### config.mk
export PLATFORM = sky130hd
export DESIGN_NAME = sender_arbiter
export DESIGN_NICKNAME = d
export VERILOG_FILES = /design/src/rtl/sender_pkg.sv /design/src/rtl/sender_arbiter_rr_pick.sv /design/src/rtl/sender_arbiter.sv
export SDC_FILE = /design/constraint.sdc
export NUM_CORES = 1
export LEC_CHECK = 0
export BUFFER_PORTS_ARGS = -buffer_cell sky130_fd_sc_hd__buf_4
export CORE_ASPECT_RATIO = 1.25
export CORE_MARGIN = 5
export CORE_UTILIZATION = 42
export DETAILED_ROUTE_END_ITERATION = 7
export GPL_ROUTABILITY_DRIVEN = 0
export PLACE_DENSITY_LB_ADDON = 0.3
export SKIP_LAST_GASP = 1
export SLEW_MARGIN = 20
export SYNTH_ARGS = -nofsm -noshare
export SYNTH_HDL_FRONTEND = slang
export SYNTH_SLANG_ARGS = --single-unit
### constraint.sdc
create_clock -name clk -period 1.6 [get_ports clk]
set_input_delay 0.24 -clock clk [delete_from_list [all_inputs] [get_ports clk]]
set_output_delay 0.24 -clock clk [all_outputs]
set_load 0.01 [all_outputs]
### src/rtl/sender_pkg.sv
// Shared definitions for the sender arbiter: FSM state encoding and default sizing.
package sender_pkg;

  // FSM states of the arbiter; encoding is visible on the debug state output.
  typedef enum logic [1:0] {
    ST_IDLE      = 2'd0,
    ST_ISSUE     = 2'd1,
    ST_WAIT_ACC  = 2'd2,
    ST_WAIT_DONE = 2'd3
  } state_e;

  // Width of the sender's DataIn word.
  localparam int DATA_W_DEF  = 16;
  // Cycles the sender may ignore Transmit before the request is aborted.
  localparam int ACC_TMO_DEF = 15;
  // Width of the acceptance timeout counter.
  localparam int TMO_W       = 4;

endpackage

### src/rtl/sender_arbiter_rr_pick.sv
// Round-robin winner selection: first set request bit at or above ptr, wrapping to 0.
module rr_pick #(
  parameter int N  = 4,
  parameter int IW = $clog2(N)
) (
  input  logic [N-1:0]  req,
  input  logic [IW-1:0] ptr,
  output logic [IW-1:0] idx,
  output logic          valid
);

  // Scan N positions starting at ptr; the first requester found wins.
  always_comb begin
    int j;
    idx   = '0;
    valid = 1'b0;
    j     = 0;
    for (int k = 0; k < N; k++) begin
      j = int'(ptr) + k;
      if (j >= N) j = j - N;
      if (!valid && req[j]) begin
        valid = 1'b1;
        idx   = j[IW-1:0];
      end
    end
  end

endmodule

### src/rtl/sender_arbiter.sv
// Shares one handshake sender among N_CLIENTS requesters. A round-robin winner's
// word is captured, the sender is driven through one Transmit/accept/Ack cycle,
// and the client gets a one-cycle done pulse (or err pulse if never accepted).
//
// Handshake: a client holds cli_req high until it sees its cli_done or cli_err
// bit; the sender accepts Transmit by dropping sdr_ready and signals completion
// by raising sdr_ready again. All outputs are registered.
module sender_arbiter
  import sender_pkg::*;
#(
  parameter int N_CLIENTS = 4,
  parameter int DATA_W    = DATA_W_DEF,
  parameter int ACC_TMO   = ACC_TMO_DEF,
  parameter int IW        = $clog2(N_CLIENTS)
) (
  input  logic                          clk,
  input  logic                          Reset,
  input  logic [N_CLIENTS-1:0]          cli_req,
  input  logic [N_CLIENTS*DATA_W-1:0]   cli_data,
  output logic [N_CLIENTS-1:0]          cli_done,
  output logic [N_CLIENTS-1:0]          cli_err,
  input  logic                          sdr_ready,
  output logic                          sdr_transmit,
  output logic [DATA_W-1:0]             sdr_data,
  output logic [IW-1:0]                 grant_id,
  output logic                          busy,
  output logic [1:0]                    dbg_state
);

  localparam logic [TMO_W-1:0] TMO_LIM = TMO_W'(ACC_TMO);

  state_e                 state_q, state_d;
  logic [IW-1:0]          rr_ptr_q, rr_ptr_d;
  logic [IW-1:0]          grant_q, grant_d;
  logic                   tx_q, tx_d;
  logic [DATA_W-1:0]      data_q, data_d;
  logic [N_CLIENTS-1:0]   done_q, done_d;
  logic [N_CLIENTS-1:0]   err_q, err_d;
  logic [TMO_W-1:0]       tmo_q, tmo_d;

  logic [IW-1:0]          pick_idx;
  logic                   pick_valid;
  logic [TMO_W-1:0]       tmo_inc;
  logic [IW-1:0]          ptr_after_grant;

  rr_pick #(
    .N  (N_CLIENTS),
    .IW (IW)
  ) u_rr_pick (
    .req   (cli_req),
    .ptr   (rr_ptr_q),
    .idx   (pick_idx),
    .valid (pick_valid)
  );

  assign tmo_inc = tmo_q + 1'b1;

  // Pointer moves one past the client just served, wrapping at N_CLIENTS-1.
  always_comb begin
    if (grant_q == IW'(N_CLIENTS - 1)) ptr_after_grant = '0;
    else                               ptr_after_grant = grant_q + 1'b1;
  end

  // Next-state and registered-output logic of the transfer sequencer.
  always_comb begin
    state_d  = state_q;
    rr_ptr_d = rr_ptr_q;
    grant_d  = grant_q;
    tx_d     = tx_q;
    data_d   = data_q;
    tmo_d    = tmo_q;
    done_d   = '0;
    err_d    = '0;
    case (state_q)
      ST_IDLE: begin
        if (pick_valid && sdr_ready) begin
          grant_d = pick_idx;
          data_d  = cli_data[int'(pick_idx)*DATA_W +: DATA_W];
          state_d = ST_ISSUE;
        end
      end
      ST_ISSUE: begin
        tx_d    = 1'b1;
        tmo_d   = '0;
        state_d = ST_WAIT_ACC;
      end
      ST_WAIT_ACC: begin
        if (!sdr_ready) begin
          // Sender dropped Ready: it has taken the word.
          tx_d    = 1'b0;
          state_d = ST_WAIT_DONE;
        end else begin
          tmo_d = tmo_inc;
          if (tmo_inc == TMO_LIM) begin
            tx_d            = 1'b0;
            err_d[grant_q]  = 1'b1;
            rr_ptr_d        = ptr_after_grant;
            state_d         = ST_IDLE;
          end
        end
      end
      ST_WAIT_DONE: begin
        // No timeout here: the Ack path belongs to the client system.
        if (sdr_ready) begin
          done_d[grant_q] = 1'b1;
          rr_ptr_d        = ptr_after_grant;
          state_d         = ST_IDLE;
        end
      end
      default: begin
        state_d = ST_IDLE;
      end
    endcase
  end

  // State and output registers with synchronous reset.
  always_ff @(posedge clk) begin
    if (Reset) begin
      state_q  <= ST_IDLE;
      rr_ptr_q <= '0;
      grant_q  <= '0;
      tx_q     <= 1'b0;
      data_q   <= '0;
      done_q   <= '0;
      err_q    <= '0;
      tmo_q    <= '0;
    end else begin
      state_q  <= state_d;
      rr_ptr_q <= rr_ptr_d;
      grant_q  <= grant_d;
      tx_q     <= tx_d;
      data_q   <= data_d;
      done_q   <= done_d;
      err_q    <= err_d;
      tmo_q    <= tmo_d;
    end
  end

  assign cli_done     = done_q;
  assign cli_err      = err_q;
  assign sdr_transmit = tx_q;
  assign sdr_data     = data_q;
  assign grant_id     = grant_q;
  assign busy         = (state_q != ST_IDLE);
  assign dbg_state    = state_q;

endmodule
## Yosys cells after proc, flatten, opt, wreduce, memory -nomap -nowiden

Cells that the tools add are included.

- Register bits after elaboration: 35
- Output and inout port bits: 30
- Logic and storage cells: 102

- Reductions and logical operators: 19
- Shift-type cells: 1
- Equal/unequal tests: 10
- Add/sub/neg operators: 9
- Bitwise operators: 4
- Multiplexer cells: 41
- Order comparisons: 10

Operators with widths:

| kind | count |
|---|---|
| $lt 32x4->1 const B | 4 |
| $mux 32 | 4 |
| $ge 32x4->1 const B | 3 |
| $sub 32x4->32 const B | 3 |
| $shiftx 64x7->16 | 1 |
| $mux 2 | 12 |
| $mux 1 | 15 |
| $bmux 1 s2 | 4 |
| $ne 2x2->1 const B | 4 |
| $pmux 2 s4 | 1 |
| $pmux 4 s2 | 1 |
| $add 2x2->3 const B | 2 |
| $eq 2x2->1 const B | 3 |
| $reduce_and 2->1 | 3 |
| $reduce_bool 2->1 | 3 |
| $logic_and 1x1->1 | 5 |
| $add 4x1->4 const B | 1 |
| $eq 4x4->1 const B | 1 |
| $mux 4 | 1 |
| $not 1->1 | 4 |
| $pmux 2 s2 | 1 |
| $reduce_and 4->1 | 1 |
| $reduce_or 4->1 | 1 |
| $sub 2x3->4 const B | 1 |
| 13 further kinds | 15 |

## Longest topological paths before layout

- Depth after elaboration: 18
- Mapped depth: 7

## By module

A second synthesis with hierarchy kept.

- Cells, all modules: 204
- Area, all modules: 1883.1 µm²

By module, submodules not included:

| module | cells each | times used | area an instance (µm²) |
|---|---|---|---|
| sender_arbiter | 189 | 1 | 1805.5 |
| rr_pick | 15 | 1 | 77.6 |

## Worst setup path before layout

Ideal clock, no wire load.

- Path kind: reg-to-reg
- Start point: register rr_ptr_q[1]
- End point: register data_q[0], in the netlist sdr_data[0]
- Required time: 1.472 ns
- Stages on the path, launching flop included: 7
- Buffers on the path: 1
- Setup slack: 0.128 ns
- Arrival: 1.345 ns
- Period minus slack after synthesis: 1.472 ns
- Path through: dfxtp_1 > a21oi_2 > o21ai_2 > a21oi_4 > buf_4 > mux2i_1 > o221ai_2

- Longest elaborated chain between the ends: 17
- Elaborated cells between the ends (all ways): 44
- Those cells by class: 7 x add/sub; 4 x order compare; 1 x shift; 24 x mux; 8 x reduce/logical

RTL lines:

| what | RTL line | text |
|---|---|---|
| start: declaration | sender_arbiter.sv:33 | `logic [IW-1:0] rr_ptr_q, rr_ptr_d;` |
| start signal: assignment | sender_arbiter.sv:129 | `rr_ptr_q <= rr_ptr_d;` |
| branches (longest 17 deep; another with $sub 32x4->32) | n/a |  |
| end signal: assignment | sender_arbiter.sv:132 | `data_q <= data_d;` |
| end: declaration | sender_arbiter.sv:36 | `logic [DATA_W-1:0] data_q, data_d;` |

Parallel ways; which one is timed is not known. The select of a mux whose other input is x is not followed.
A chain may end at the register's enable or synchronous reset.

## Worst setup path after layout

- Start point: register rr_ptr_q[1]
- End point: register data_q[14], in the netlist sdr_data[14]

The elaborated chain is that of the path after synthesis.

==> out/results.ini <==
[clocking]
cts_tree = yes
max-clock-path-buffers = 2
cts-root-buf = clkbuf_8
insertion_delay_ns = 0.28
clock_sinks = 35
htreeDepth = 2
cts_buffers = 5
clkTransAtPathRegs_ns = 0.07

[logic_synthesis]
synth-main-ff-cell = dfxtp_1
netlist_instances = 202
synth-seq-area-share_pct = 34.9
ys_seq_elements = 35
yosysWarnings = 0
syn_area_per_cell_um2 = 9.93
synth_area_mm2 = 0.00201
async_flop_share_pct = 0
syn-num-nets = 279
synth_cell_types = 40
synth_edf_count = 0

[layout]
n_antenna_cell = 0
fin_cells = 375
final_cell_area_mm2 = 0.00308
area_growth_pct = 53.7
layout_commonest_cell = buf_4
finalNetCount = 391
drive_gt1_share_pct = 49.2
final_cell_mix = 109 x buf_4, 31 x dfxtp_1, 29 x mux2i_1
utilization_pct = 65.7

[global_route]
grt_pass1_wl_mm = 8.74
grt_max_degree = 28
grt_pass1_vias = 1914
antenna_found_initial = 0
overflow = 0
grt_usage_pct = 17.4

[placement]
placed_cells = 364
place_area_mm2 = 0.00288
pre_cts_ws_ns = -0.0126
portBuffers = 100
hpwl_mm = 4.19

[floorplan]
initial_core_util_pct = 42.7
ios = 101
core-area_mm2 = 0.00469
die-height_um = 87.3
dieWidth_um = 71.8
rows = 28
dieArea_mm2 = 0.00627

[timing]
rsz0062_at_grt = true
fmax_ghz = 0.645
drv_slew = 0
fin_setup_tns_ns = 0
finalClockSkew_ns = 0.00260
timing.final.ws_setup_ns = 0.0496
setup_viol = 0
min_period_ns = 1.55
holdWs_ns = 0.265
period_share_pct = 96.9
worst_pin_slew_ns = 0.418
hold_viol = 0
maxSlewHeadroom_pct = 72.1

[power]
ir_worst_vdd_mv = 0.471
power_density_mw_per_mm2 = 723
power_switching_uw = 620
clockPowerShare_pct = 30.1
p_total_mw = 2.23
p_int_mw = 1.61
power_frac_comb_pct = 26.7
cellLeakagePower_nw = 1.33
switching_share_pct = 27.8
seq_power_share_pct = 43.2

[outcome]
status = complete, no violations

[hold_path]
min_path_cells = 3
hold_path_class = input pin to flop
min_from = cli_data[6]

[drt]
wl_per_cell_um = 14.7
drt_pass1_iterations = 4
drc = 0
vias_per_cell = 5.14
antenna_left = 0
num_vias = 1929
wl_mm = 5.50
drt_iter0_markers = 67

[worst_setup_path]
reg2reg_depth = 6
worstSetupPathType = flop to flop
startpoint = rr_ptr_q[1]
cp-end-kind = flop
crit_arrival_ns = 1.71
crit_path_start_kind = flop
r2r_start = rr_ptr_q[1]
worstPathRequired_ns = 1.76
critical_path.max_fanout = 6

[run]
cap_violations = 0

-- layer usage --
layer / global-route usage, % / vias up / share of wire [%]
li1: - / 964 / -
met1: 19.8 / 880 / 38
met2: 30.5 / 81 / 51
met3: 6.81 / 4 / 10
met4: 4.10 / 0 / 0.65
met5: 0 / - / 0
-- logic make-up after synthesis --
kind of cell               synth area share (%)
and+or+nand+nor                            15.9
muxes                                      17.0
buffers and inverters                      5.61
adders and majority gates                  3.74
AOI/OAI and AO/OA                          22.8
DFF                                        34.9
-- worst paths after layout --
path                   to  slack (ns)
max          sdr_data[14]        0.05
min reg2reg  sdr_data[15]        0.47
min           sdr_data[6]        0.26
max reg2reg  sdr_data[14]        0.05
-- worst max-delay path, cell delays in order, from the launching register on --
cell	delay, ns
dfxtp_4	0.37
a21oi_4	0.12
o21ai_2	0.08
a21oi_4	0.26
buf_4	0.23
mux2i_1	0.26
o221ai_2	0.12
-- cells in the mapped netlist (5+ instances only) --
| library cell | n | area (um2) |
|---|---|---|
| mux2i_1 | 34 | 340 |
| inv_1 | 10 | 37.5 |
| a21oi_1 | 10 | 50.1 |
| and2_1 | 8 | 50.1 |
| o221ai_1 | 5 | 43.8 |
| o221ai_2 | 11 | 165 |
| ha_1 | 6 | 75.1 |
| nand2_1 | 25 | 93.8 |
| nor2_1 | 8 | 30.0 |
| buf_6 | 5 | 56.3 |
| dfxtp_1 | 35 | 701 |
-- power by group through the flow --
stage / Sequential [mW] / Clock [mW] / Combinational, mW
finish: 0.962 / 0.670 / 0.595
global route: 0.969 / 0.726 / 0.647
CTS: 0.962 / 0.685 / 0.570
detailed placement: 0.981 / 0 / 0.569
global placement: 0.980 / 0 / 0.559
floorplan: 1.00 / 0 / 0.255
-- what timing repair did --
action,in CTS,in global routing
setup buffers,0,1
setup endpoints to repair,0,20
gates resized for setup,0,15
hold buffers,0,0
-- cell type report --
cell class | instances | area, um2
clock buffer | 7 | 86.3
clock inverter | 1 | 8.76
fill | 414 | 1610
inverter | 10 | 37.5
multi-input combinational | 148 | 1240
sequential | 35 | 708
tap | 60 | 75.1
timing repair buffer | 114 | 928
-- sequential cells by signal, indices dropped and copies added (netlist names) --
| register | count |
|---|---|
| cli_done | 4 |
| dbg_state | 2 |
| grant_id | 2 |
| tmo_q | 4 |
| cli_err | 4 |
| sdr_data | 16 |
| rr_ptr_q | 2 |
| sdr_transmit | 1 |
(Power assumes the default switching activity.)
